$ cat config.mk
export PLATFORM = sky130hd
export DESIGN_NAME = pcq_fu_clk_seq_flat
export DESIGN_NICKNAME = d
export VERILOG_FILES = /design/src/rtl/pcq_fu_clk_seq_if.sv /design/src/rtl/pcq_fu_clk_seq.sv /design/src/flat_wrapper.sv
export SDC_FILE = /design/constraint.sdc
export NUM_CORES = 1
export LEC_CHECK = 0
export BUFFER_PORTS_ARGS = -buffer_cell sky130_fd_sc_hd__buf_2
export CORE_MARGIN = 2
export CORE_UTILIZATION = 45
export CTS_CLUSTER_DIAMETER = 120
export DETAILED_ROUTE_END_ITERATION = 10
export PLACE_DENSITY = 0.67
export REMOVE_ABC_BUFFERS = 1
export SLEW_MARGIN = 30
export SYNTH_ARGS = -nofsm -noshare
export SYNTH_HDL_FRONTEND = slang
export SYNTH_SLANG_ARGS = --single-unit
$ cat constraint.sdc
create_clock -name nclk -period 3.1 [get_ports nclk]
set_clock_uncertainty 0.2 [all_clocks]
set_input_delay 0.155 -clock nclk [delete_from_list [all_inputs] [get_ports nclk]]
set_output_delay 0.155 -clock nclk [all_outputs]
set_load 0.03 [all_outputs]
$ cat src/rtl/pcq_fu_clk_seq_if.sv
// rtl/pcq_fu_clk_seq_if.sv - request/status and FU clock-control bundle for pcq_fu_clk_seq
// master drives requests and observes controls; slave is the sequencer side.
interface pcq_fu_clk_seq_if;
  logic       ct_start_req;
  logic       ct_stop_req;
  logic       ct_scan_req;
  logic       ct_fce_req;
  logic       ct_slp_keep;
  logic       ct_busy;
  logic       ct_running;
  logic       ct_done;
  logic       ct_err;
  logic       pc_fu_gptr_sl_thold_3;
  logic       pc_fu_cfg_sl_thold_3;
  logic       pc_fu_repr_sl_thold_3;
  logic       pc_fu_time_sl_thold_3;
  logic       pc_fu_abst_sl_thold_3;
  logic       pc_fu_ary_nsl_thold_3;
  logic [0:1] pc_fu_func_sl_thold_3;
  logic [0:1] pc_fu_func_slp_sl_thold_3;
  logic [0:1] pc_fu_sg_3;
  logic       pc_fu_fce_3;

  modport master (
    output ct_start_req, ct_stop_req, ct_scan_req, ct_fce_req, ct_slp_keep,
    input  ct_busy, ct_running, ct_done, ct_err,
    input  pc_fu_gptr_sl_thold_3, pc_fu_cfg_sl_thold_3, pc_fu_repr_sl_thold_3,
    input  pc_fu_time_sl_thold_3, pc_fu_abst_sl_thold_3, pc_fu_ary_nsl_thold_3,
    input  pc_fu_func_sl_thold_3, pc_fu_func_slp_sl_thold_3, pc_fu_sg_3, pc_fu_fce_3
  );

  modport slave (
    input  ct_start_req, ct_stop_req, ct_scan_req, ct_fce_req, ct_slp_keep,
    output ct_busy, ct_running, ct_done, ct_err,
    output pc_fu_gptr_sl_thold_3, pc_fu_cfg_sl_thold_3, pc_fu_repr_sl_thold_3,
    output pc_fu_time_sl_thold_3, pc_fu_abst_sl_thold_3, pc_fu_ary_nsl_thold_3,
    output pc_fu_func_sl_thold_3, pc_fu_func_slp_sl_thold_3, pc_fu_sg_3, pc_fu_fce_3
  );
endinterface

$ cat src/rtl/pcq_fu_clk_seq.sv
// rtl/pcq_fu_clk_seq.sv - staged FU clock ramp up/down sequencer with sg/fce gating
// Optional feature macro: FU_SEQ_SLP_KEEP_EN (honour ct_slp_keep at stop accept).
`ifndef NCLK_WIDTH
`define NCLK_WIDTH 2
`endif
module pcq_fu_clk_seq #(
  parameter int GAP_CYCLES = 4
) (
  input  logic [0:`NCLK_WIDTH-1] nclk,
  pcq_fu_clk_seq_if.slave        bus
);
  typedef enum logic [1:0] {STOPPED, RAMP_UP, RUNNING, RAMP_DN} state_e;
  localparam logic [3:0] GAP_LD = 4'(GAP_CYCLES - 1);

  logic       clk, rst;
  state_e     state_q;
  logic [1:0] stage_q;
  logic [3:0] gap_q;
  logic [3:0] hold_q;
  logic       slp_hold_q;
  logic       busy_q, running_q, done_q, err_q;
  logic       scan_prev_q, sg_q, fce_q;
  logic       start_req, stop_req, keep_in, scan_rise;
  logic       sg_d, fce_d, err_d;

  assign clk       = nclk[0];
  assign rst       = nclk[1];
  assign start_req = bus.ct_start_req;
  assign stop_req  = bus.ct_stop_req;

`ifdef FU_SEQ_SLP_KEEP_EN
  assign keep_in = bus.ct_slp_keep;
`else
  logic unused_slp_keep;
  assign unused_slp_keep = bus.ct_slp_keep;
  assign keep_in = 1'b0;
`endif

  // sg may only rise while stopped but drops as soon as the request drops
  assign scan_rise = bus.ct_scan_req & ~scan_prev_q;
  assign sg_d      = bus.ct_scan_req & (sg_q | (state_q == STOPPED));
  assign fce_d     = bus.ct_fce_req & sg_d;
  assign err_d     = (busy_q & (start_req | stop_req))
                   | ((state_q == STOPPED) & (stop_req | (start_req & sg_q)))
                   | ((state_q == RUNNING) & start_req & ~stop_req)
                   | ((state_q != STOPPED) & scan_rise);

  always_ff @(posedge clk) begin
    if (rst) begin
      state_q     <= STOPPED;
      stage_q     <= 2'd0;
      gap_q       <= 4'd0;
      hold_q      <= 4'hf;
      slp_hold_q  <= 1'b1;
      busy_q      <= 1'b0;
      running_q   <= 1'b0;
      done_q      <= 1'b0;
      err_q       <= 1'b0;
      scan_prev_q <= 1'b0;
      sg_q        <= 1'b0;
      fce_q       <= 1'b0;
    end else begin
      done_q      <= 1'b0;
      err_q       <= err_d;
      scan_prev_q <= bus.ct_scan_req;
      sg_q        <= sg_d;
      fce_q       <= fce_d;
      case (state_q)
        STOPPED: begin
          if (start_req && !stop_req && !sg_q) begin
            state_q   <= RAMP_UP;
            busy_q    <= 1'b1;
            stage_q   <= 2'd0;
            gap_q     <= GAP_LD;
            hold_q[0] <= 1'b0;
          end
        end
        RAMP_UP: begin
          if (gap_q != 4'd0) begin
            gap_q <= gap_q - 4'd1;
          end else if (stage_q == 2'd3) begin
            state_q   <= RUNNING;
            busy_q    <= 1'b0;
            running_q <= 1'b1;
            done_q    <= 1'b1;
          end else begin
            stage_q                  <= stage_q + 2'd1;
            hold_q[stage_q + 2'd1]   <= 1'b0;
            gap_q                    <= GAP_LD;
            if (stage_q == 2'd2) slp_hold_q <= 1'b0;
          end
        end
        RUNNING: begin
          if (stop_req) begin
            state_q    <= RAMP_DN;
            busy_q     <= 1'b1;
            running_q  <= 1'b0;
            stage_q    <= 2'd3;
            gap_q      <= GAP_LD;
            hold_q[3]  <= 1'b1;
            // a kept sleep domain simply never gets its hold re-asserted
            slp_hold_q <= ~keep_in;
          end
        end
        RAMP_DN: begin
          if (gap_q != 4'd0) begin
            gap_q <= gap_q - 4'd1;
          end else if (stage_q == 2'd0) begin
            state_q <= STOPPED;
            busy_q  <= 1'b0;
            done_q  <= 1'b1;
          end else begin
            stage_q                <= stage_q - 2'd1;
            hold_q[stage_q - 2'd1] <= 1'b1;
            gap_q                  <= GAP_LD;
          end
        end
        default: state_q <= STOPPED;
      endcase
    end
  end

  assign bus.ct_busy                   = busy_q;
  assign bus.ct_running                = running_q;
  assign bus.ct_done                   = done_q;
  assign bus.ct_err                    = err_q;
  assign bus.pc_fu_gptr_sl_thold_3     = hold_q[0];
  assign bus.pc_fu_cfg_sl_thold_3      = hold_q[1];
  assign bus.pc_fu_repr_sl_thold_3     = hold_q[1];
  assign bus.pc_fu_time_sl_thold_3     = hold_q[2];
  assign bus.pc_fu_abst_sl_thold_3     = hold_q[2];
  assign bus.pc_fu_ary_nsl_thold_3     = hold_q[2];
  assign bus.pc_fu_func_sl_thold_3     = {2{hold_q[3]}};
  assign bus.pc_fu_func_slp_sl_thold_3 = {2{slp_hold_q}};
  assign bus.pc_fu_sg_3                = {2{sg_q}};
  assign bus.pc_fu_fce_3               = fce_q;
endmodule

$ cat src/flat_wrapper.sv
// flat-port wrapper written by rule: the top's interface ports become plain ports
module pcq_fu_clk_seq_flat 
#(
  parameter int GAP_CYCLES = 4
)
  (nclk, bus_ct_start_req, bus_ct_stop_req, bus_ct_scan_req, bus_ct_fce_req, bus_ct_slp_keep, bus_ct_busy, bus_ct_running, bus_ct_done, bus_ct_err, bus_pc_fu_gptr_sl_thold_3, bus_pc_fu_cfg_sl_thold_3, bus_pc_fu_repr_sl_thold_3, bus_pc_fu_time_sl_thold_3, bus_pc_fu_abst_sl_thold_3, bus_pc_fu_ary_nsl_thold_3, bus_pc_fu_func_sl_thold_3, bus_pc_fu_func_slp_sl_thold_3, bus_pc_fu_sg_3, bus_pc_fu_fce_3);
  pcq_fu_clk_seq_if bus_i ();
  input  logic [0:`NCLK_WIDTH-1] nclk;
  input wire logic [$bits(bus_i.ct_start_req)-1:0] bus_ct_start_req;
  input wire logic [$bits(bus_i.ct_stop_req)-1:0] bus_ct_stop_req;
  input wire logic [$bits(bus_i.ct_scan_req)-1:0] bus_ct_scan_req;
  input wire logic [$bits(bus_i.ct_fce_req)-1:0] bus_ct_fce_req;
  input wire logic [$bits(bus_i.ct_slp_keep)-1:0] bus_ct_slp_keep;
  output wire logic [$bits(bus_i.ct_busy)-1:0] bus_ct_busy;
  output wire logic [$bits(bus_i.ct_running)-1:0] bus_ct_running;
  output wire logic [$bits(bus_i.ct_done)-1:0] bus_ct_done;
  output wire logic [$bits(bus_i.ct_err)-1:0] bus_ct_err;
  output wire logic [$bits(bus_i.pc_fu_gptr_sl_thold_3)-1:0] bus_pc_fu_gptr_sl_thold_3;
  output wire logic [$bits(bus_i.pc_fu_cfg_sl_thold_3)-1:0] bus_pc_fu_cfg_sl_thold_3;
  output wire logic [$bits(bus_i.pc_fu_repr_sl_thold_3)-1:0] bus_pc_fu_repr_sl_thold_3;
  output wire logic [$bits(bus_i.pc_fu_time_sl_thold_3)-1:0] bus_pc_fu_time_sl_thold_3;
  output wire logic [$bits(bus_i.pc_fu_abst_sl_thold_3)-1:0] bus_pc_fu_abst_sl_thold_3;
  output wire logic [$bits(bus_i.pc_fu_ary_nsl_thold_3)-1:0] bus_pc_fu_ary_nsl_thold_3;
  output wire logic [$bits(bus_i.pc_fu_func_sl_thold_3)-1:0] bus_pc_fu_func_sl_thold_3;
  output wire logic [$bits(bus_i.pc_fu_func_slp_sl_thold_3)-1:0] bus_pc_fu_func_slp_sl_thold_3;
  output wire logic [$bits(bus_i.pc_fu_sg_3)-1:0] bus_pc_fu_sg_3;
  output wire logic [$bits(bus_i.pc_fu_fce_3)-1:0] bus_pc_fu_fce_3;
  assign bus_i.ct_start_req = bus_ct_start_req;
  assign bus_i.ct_stop_req = bus_ct_stop_req;
  assign bus_i.ct_scan_req = bus_ct_scan_req;
  assign bus_i.ct_fce_req = bus_ct_fce_req;
  assign bus_i.ct_slp_keep = bus_ct_slp_keep;
  assign bus_ct_busy = bus_i.ct_busy;
  assign bus_ct_running = bus_i.ct_running;
  assign bus_ct_done = bus_i.ct_done;
  assign bus_ct_err = bus_i.ct_err;
  assign bus_pc_fu_gptr_sl_thold_3 = bus_i.pc_fu_gptr_sl_thold_3;
  assign bus_pc_fu_cfg_sl_thold_3 = bus_i.pc_fu_cfg_sl_thold_3;
  assign bus_pc_fu_repr_sl_thold_3 = bus_i.pc_fu_repr_sl_thold_3;
  assign bus_pc_fu_time_sl_thold_3 = bus_i.pc_fu_time_sl_thold_3;
  assign bus_pc_fu_abst_sl_thold_3 = bus_i.pc_fu_abst_sl_thold_3;
  assign bus_pc_fu_ary_nsl_thold_3 = bus_i.pc_fu_ary_nsl_thold_3;
  assign bus_pc_fu_func_sl_thold_3 = bus_i.pc_fu_func_sl_thold_3;
  assign bus_pc_fu_func_slp_sl_thold_3 = bus_i.pc_fu_func_slp_sl_thold_3;
  assign bus_pc_fu_sg_3 = bus_i.pc_fu_sg_3;
  assign bus_pc_fu_fce_3 = bus_i.pc_fu_fce_3;
  pcq_fu_clk_seq #(.GAP_CYCLES(GAP_CYCLES)) u_core (.nclk(nclk), .bus(bus_i));
endmodule
==> flow_summary.json, run 1 <==
{
  "synth-async-reset-ratio": 0,
  "routabilityCongestion": 0.8852,
  "placed_cells": 186,
  "dp_hpwl_mm": 2.044,
  "layout-drive-gt1-share": 0.2581,
  "yosysTopAreaCell": "dfxtp_1",
  "start_util": 0.4659,
  "worst_pin_slew_ps": 588.3,
  "timing.rr.end": "u_core.stage_q[1]$_SDFFE_PP0P_",
  "p_int_mw": 1.147,
  "cap_violations": 0,
  "seqPwrFrac": 0.202,
  "setup_tns_ps": 0,
  "final-max-slew-violation-count": 0,
  "p_comb_frac": 0.320,
  "num_vias": 1258,
  "clk_latency_ps": 310,
  "synth.area.top_cells": "dfxtp_1 31%, ha_1 15%, buf_4 4.7%",
  "io_buffer_count": 21,
  "grt_pass1_vias": 1479,
  "setup_violations": 0,
  "core_area_um2": 2734,
  "cts_tree": "done",
  "ys_seq_area_frac": 0.3143,
  "area_growth_pct": 28.88,
  "critical_path.max_fanout": 5,
  "yosysWarnings": 0,
  "core.rowCount": 19,
  "final_cells": 217,
  "yosys-top-cells-count": "20 x dfxtp_1, 15 x ha_1, 11 x a21oi_1",
  "violations": "hold timing",
  "min_path_type": "input pin to flip-flop",
  "hold_end": "u_core.bus.ct_err$_SDFF_PP0_",
  "end_kind": "flip-flop",
  "drc": 0,
  "synth_edf_count": 0,
  "fin_nets": 205,
  "leakagePower_nw": 0.7298,
  "rsz0062_at_grt": "no",
  "die_y_um": 57.20,
  "wl_per_cell_um": 15.12,
  "p_sw_mw": 0.8214,
  "drt_iter0_drc": 63,
  "grt_first_pass_wirelength_mm": 5.796,
  "firstDrtPassIters": 7,
  "yosysTopAreaCellShare": 0.3143,
  "grtUsageTotal": 0.2538,
  "die_area_um2": 3272,
  "status": "finished, violations left",
  "postSynthCellCount": 145,
  "cp.arrival_ps": 2810,
  "min-delay-start": "bus_ct_start_req",
  "antenna_cells": 0,
  "vias_per_cell": 5.797,
  "grt-ovfl-total": 0,
  "min_path_cells": 3,
  "r2r_slack_ps": 580,
  "cp.required_ps": 3150,
  "critPathKind": "clock port to flip-flop",
  "synth_ff_type": "dfxtp_1",
  "r2r_start": "u_core.stage_q[0]$_SDFFE_PP0P_",
  "fill_cells": 251,
  "max_slew_margin": 0.6078,
  "ys_types": 41,
  "totalWireLength_mm": 3.280,
  "rr_worst_depth": 6,
  "syn_avg_cell_area_um2": 8.784,
  "die_x_um": 57.20,
  "grt_max_degree": 14,
  "ioPinCount": 24,
  "p_sw_frac": 0.4172,
  "syn_area_um2": 1274,
  "p_per_area_nw_per_um2": 1199,
  "antenna_found_initial": 0,
  "finalHoldViolations": 12,
  "irDropWorstVdd_v": 0.0007768,
  "pwr-share-clk": 0.478,
  "synth_seq_cells": 20,
  "fin_hold_ws_ps": -76.23,
  "ant_nets": 0,
  "path_clk_slew_ps": 140,
  "cts_resized": 0,
  "yosysMostFrequentCell": "dfxtp_1",
  "start_kind": "clock port"
}
final cells by class:
cell class,count,area [um^2],area share
Sequential cell,20,400.4,0.2439
Multi-Input combinational cell,104,764.5,0.4657
Clock buffer,23,231.5,0.1410
Timing Repair Buffer,22,115.1,0.07012
Tap cell,31,38.79,0.02363
Clock inverter,8,57.56,0.03506
Inverter,9,33.78,0.02058
power by group through the flow:
stage / Combinational, mW / Clock [mW] / Sequential, mW
after floorplan: 0.354 / 0.120 / 0.502
after global placement: 0.603 / 0.120 / 0.400
after detailed placement: 0.611 / 0.120 / 0.405
after CTS: 0.624 / 0.966 / 0.398
after global routing: 0.692 / 1.02 / 0.410
final: 0.630 / 0.940 / 0.399
worst max-delay path by stage:
stage	from	to	slack, ps
final	nclk[1]	u_core.bus.pc_fu_fce_3$_SDFF_PP0_	340
after floorplan	u_core.stage_q[0]$_SDFFE_PP0P_	u_core.stage_q[1]$_SDFFE_PP0P_	840
after global placement	u_core.stage_q[0]$_SDFFE_PP0P_	u_core.stage_q[1]$_SDFFE_PP0P_	700
after global routing	nclk[1]	u_core.bus.pc_fu_fce_3$_SDFF_PP0_	260
after CTS	nclk[1]	u_core.bus.pc_fu_fce_3$_SDFF_PP0_	290
after detailed placement	u_core.stage_q[0]$_SDFFE_PP0P_	u_core.stage_q[1]$_SDFFE_PP0P_	670
metal layers:
layer / up-vias / GRT usage / routed length [um]
met3: 16 / 0.2177 / 306
li1: 605 / - / -
met5: - / 0 / 0
met2: 66 / 0.2808 / 1487
met1: 571 / 0.2451 / 1379
met4: 0 / 0.3256 / 106
layout by cell type, fill, tap and decap left out, types with 3 or more instances in the layout:
master      n
a21o_1      4
a21oi_1    11
a31oi_1     5
buf_2      21
clkbuf_1    3
clkbuf_16   4
clkbuf_4   16
dfxtp_1    20
ha_1       15
inv_1      15
nand2_1     6
nand3_1     3
nor2_1      7
nor2b_1     5
nor3_1      4
o21ai_0     9
what timing repair did:
item,CTS,global route
buffers inserted,0,0
hold buffers,1,0
hold endpoints to repair,1,0
cells by family after synthesis:
logic type	Yosys count	synth area share
AO/OA/AOI/OAI	49	0.2613
adder cells (fa/ha/maj)	15	0.1473
buffers and inverters	21	0.08547
AND/OR/NAND/NOR	39	0.1837
multiplexers	1	0.007859
flip-flops	20	0.3143
registers in the layout, summed over array words and instances, names as in the netlist, 2 cells and up:
name and count:
u_core.stage_q 2, u_core.state_q 2, u_core.hold_q 4, u_core.gap_q 4
worst max-delay path, cell delays in order:
cell       delay [ps]
clkbuf_4          120
clkbuf_4          160
clkbuf_16         150
nor2b_1           110
clkbuf_4          150
clkbuf_4          120
o21a_1            110
clkbuf_4          130
clkbuf_4          120
and2_1            110
through the flow:
stage                       util  hold WS (ps)  instance area (um^2)  setup slack (ps)  power [mW]
after global placement    0.4924        -130.9                  1346             700.8       1.124
after global routing      0.6005        -42.08                  1642             264.5       2.127
after detailed placement  0.4924        -130.9                  1346             667.8       1.136
final                     0.6005        -76.23                  1642             340.2       1.969
after CTS                 0.6005        -70.76                  1642             294.0       1.989
after floorplan                -        -130.9                  1202             839.3      0.9760
No activity file was read; power rests on OpenSTA's default activity.
==> run 2, diff against run 1 <==
- CORE_UTILIZATION: 45 -> 30
- PLACE_DENSITY: 0.67 -> 0.48
- SETUP_SLACK_MARGIN: default -> 0.4
==> run 2 against run 1 <==
The run still ends with hold timing left. Sequential power about the same. Die area up 46%. Worst hold slack better by 32 ps. Largest power group unchanged.
==> flow_summary.json, run 2 (same netlist as run 1, synthesis figures left out) <==
{
  "end_kind": "flip-flop",
  "drc": 0,
  "multi_input_area_um2": 774.5,
  "critPathSlowestCell": "clkbuf_16",
  "cp_common_cell": "clkbuf_8",
  "grt_first_pass_wirelength_mm": 5.651,
  "rsz0062_at_grt": "no",
  "core.rowCount": 23,
  "routed.top_layer": "met4",
  "core_area_um2": 4058,
  "leakagePower_nw": 0.8014,
  "setup_tns_ps": 0,
  "status": "finished, violations left",
  "grt-ovfl-total": 0,
  "grt_max_degree": 14,
  "start_util": 0.3139,
  "max_slew_margin": 0.6038,
  "route.met2.wl_mm": 1.452,
  "die_area_um2": 4783,
  "wl_met3_um": 336,
  "start_kind": "clock port",
  "antenna_found_initial": 0,
  "cp.arrival_ps": 2670,
  "num_vias": 1288,
  "reg_top3": "u_core.gap_q (4), u_core.hold_q (4)",
  "wl_met1_mm": 1.519,
  "ant_nets": 0,
  "cp.required_ps": 3120,
  "finalHoldViolations": 3,
  "irDropWorstVdd_v": 0.0004647,
  "worstPathCellList": "clkbuf_8, buf_8, clkbuf_16, nor2b_4, buf_8, clkbuf_8, o21a_1, clkbuf_8, buf_4, clkbuf_8",
  "dp_hpwl_mm": 2.265,
  "final_cell_mix": "21 x buf_2, 20 x dfxtp_1, 15 x inv_1, 15 x ha_1, 13 x clkbuf_8",
  "violations": "hold timing",
  "ioPinCount": 24,
  "post-route-util": 0.4477,
  "final_cells": 241,
  "area_growth_pct": 42.63,
  "critPathKind": "clock port to flip-flop",
  "grt_pass1_vias": 1440,
  "placed_cells": 205,
  "firstDrtPassIters": 4,
  "totalWireLength_mm": 3.461,
  "routabilityCongestion": 0.7987,
  "die_x_um": 69.16,
  "antenna_cells": 0,
  "p_per_area_nw_per_um2": 1262,
  "fin_nets": 210,
  "cap_violations": 0,
  "grtUsageTotal": 0.1606,
  "layout-drive-gt1-share": 0.2880,
  "setup_violations": 0,
  "wl_per_cell_um": 14.36,
  "vias_per_cell": 5.344,
  "path_clk_slew_ps": 90,
  "clk_latency_ps": 270,
  "fill_cells": 411,
  "cts_tree": "done",
  "final-max-slew-violation-count": 0,
  "critical_path.max_fanout": 2,
  "io_buffer_count": 21,
  "crit_family": "buffers and inverters",
  "worst_pin_slew_ps": 594.3,
  "fin_hold_ws_ps": -43.85,
  "layout_commonest_cell": "buf_2",
  "drt_iter0_drc": 47,
  "die_y_um": 69.16,
  "seq_area_um2": 400.4,
  "min_path_type": "input pin to flip-flop",
  "critPathBufInv": 8,
  "cpPeakStageDelay_ps": 140
}
run 2: tightest hold or removal path, cell delays in order:
cell	delay, ps
buf_2	100
o21ai_0	60
a31oi_1	70
run 2: area by class of cell:
type                       count  share of cell area
multi-input combinational    104              0.4263
timing repair buffer          22             0.06336
clock inverter                 8             0.03168
clock buffer                  28              0.2052
tap                           50             0.03444
sequential                    20              0.2204
inverter                       9             0.01860
run 2: worst paths after layout:
kind	from	to	slack, ps	cells after the start
worst max-delay path	nclk[1]	u_core.sg_q$_SDFF_PP0_	450	10
worst min-delay path	bus_ct_start_req	u_core.bus.ct_err$_SDFF_PP0_	-40	3
worst max register to register	u_core.stage_q[0]$_SDFFE_PP0P_	u_core.stage_q[1]$_SDFFE_PP0P_	580	6
worst min register to register	u_core.hold_q[0]$_SDFFE_PP1P_	u_core.hold_q[0]$_SDFFE_PP1P_	260	1
run 2: what timing repair did:
action,4_1_cts,5_1_grt
pin swaps,1,0
resized for setup,2,4
buffers inserted,4,1
setup endpoints to repair,1,1
hold endpoints to repair,1,0
hold buffers,1,0
run 2: report_power, final:
group	switching [mW]	leakage [nW]	internal, mW
sequential	0.0650	0.164	0.334
clock	0.397	0.297	0.866
combinational	0.418	0.340	0.211
total	0.880	0.801	1.41
run 2: through the flow:
| stage | area, um^2 | worst slack, ps | power [mW] |
|---|---|---|---|
| after floorplan | 1202 | 839.3 | 0.9760 |
| after global placement | 1370 | 676.2 | 1.140 |
| after detailed placement | 1370 | 669.1 | 1.148 |
| after CTS | 1803 | 392.8 | 2.292 |
| after global routing | 1817 | 401.8 | 2.449 |
| final | 1817 | 454.7 | 2.292 |
run 2: per-layer routing:
layer  GRT usage  vias up
met2      0.1603       64
met4      0.2288        0
met1      0.1510      588
li1            -      618
met5           0        -
met3      0.1520       18
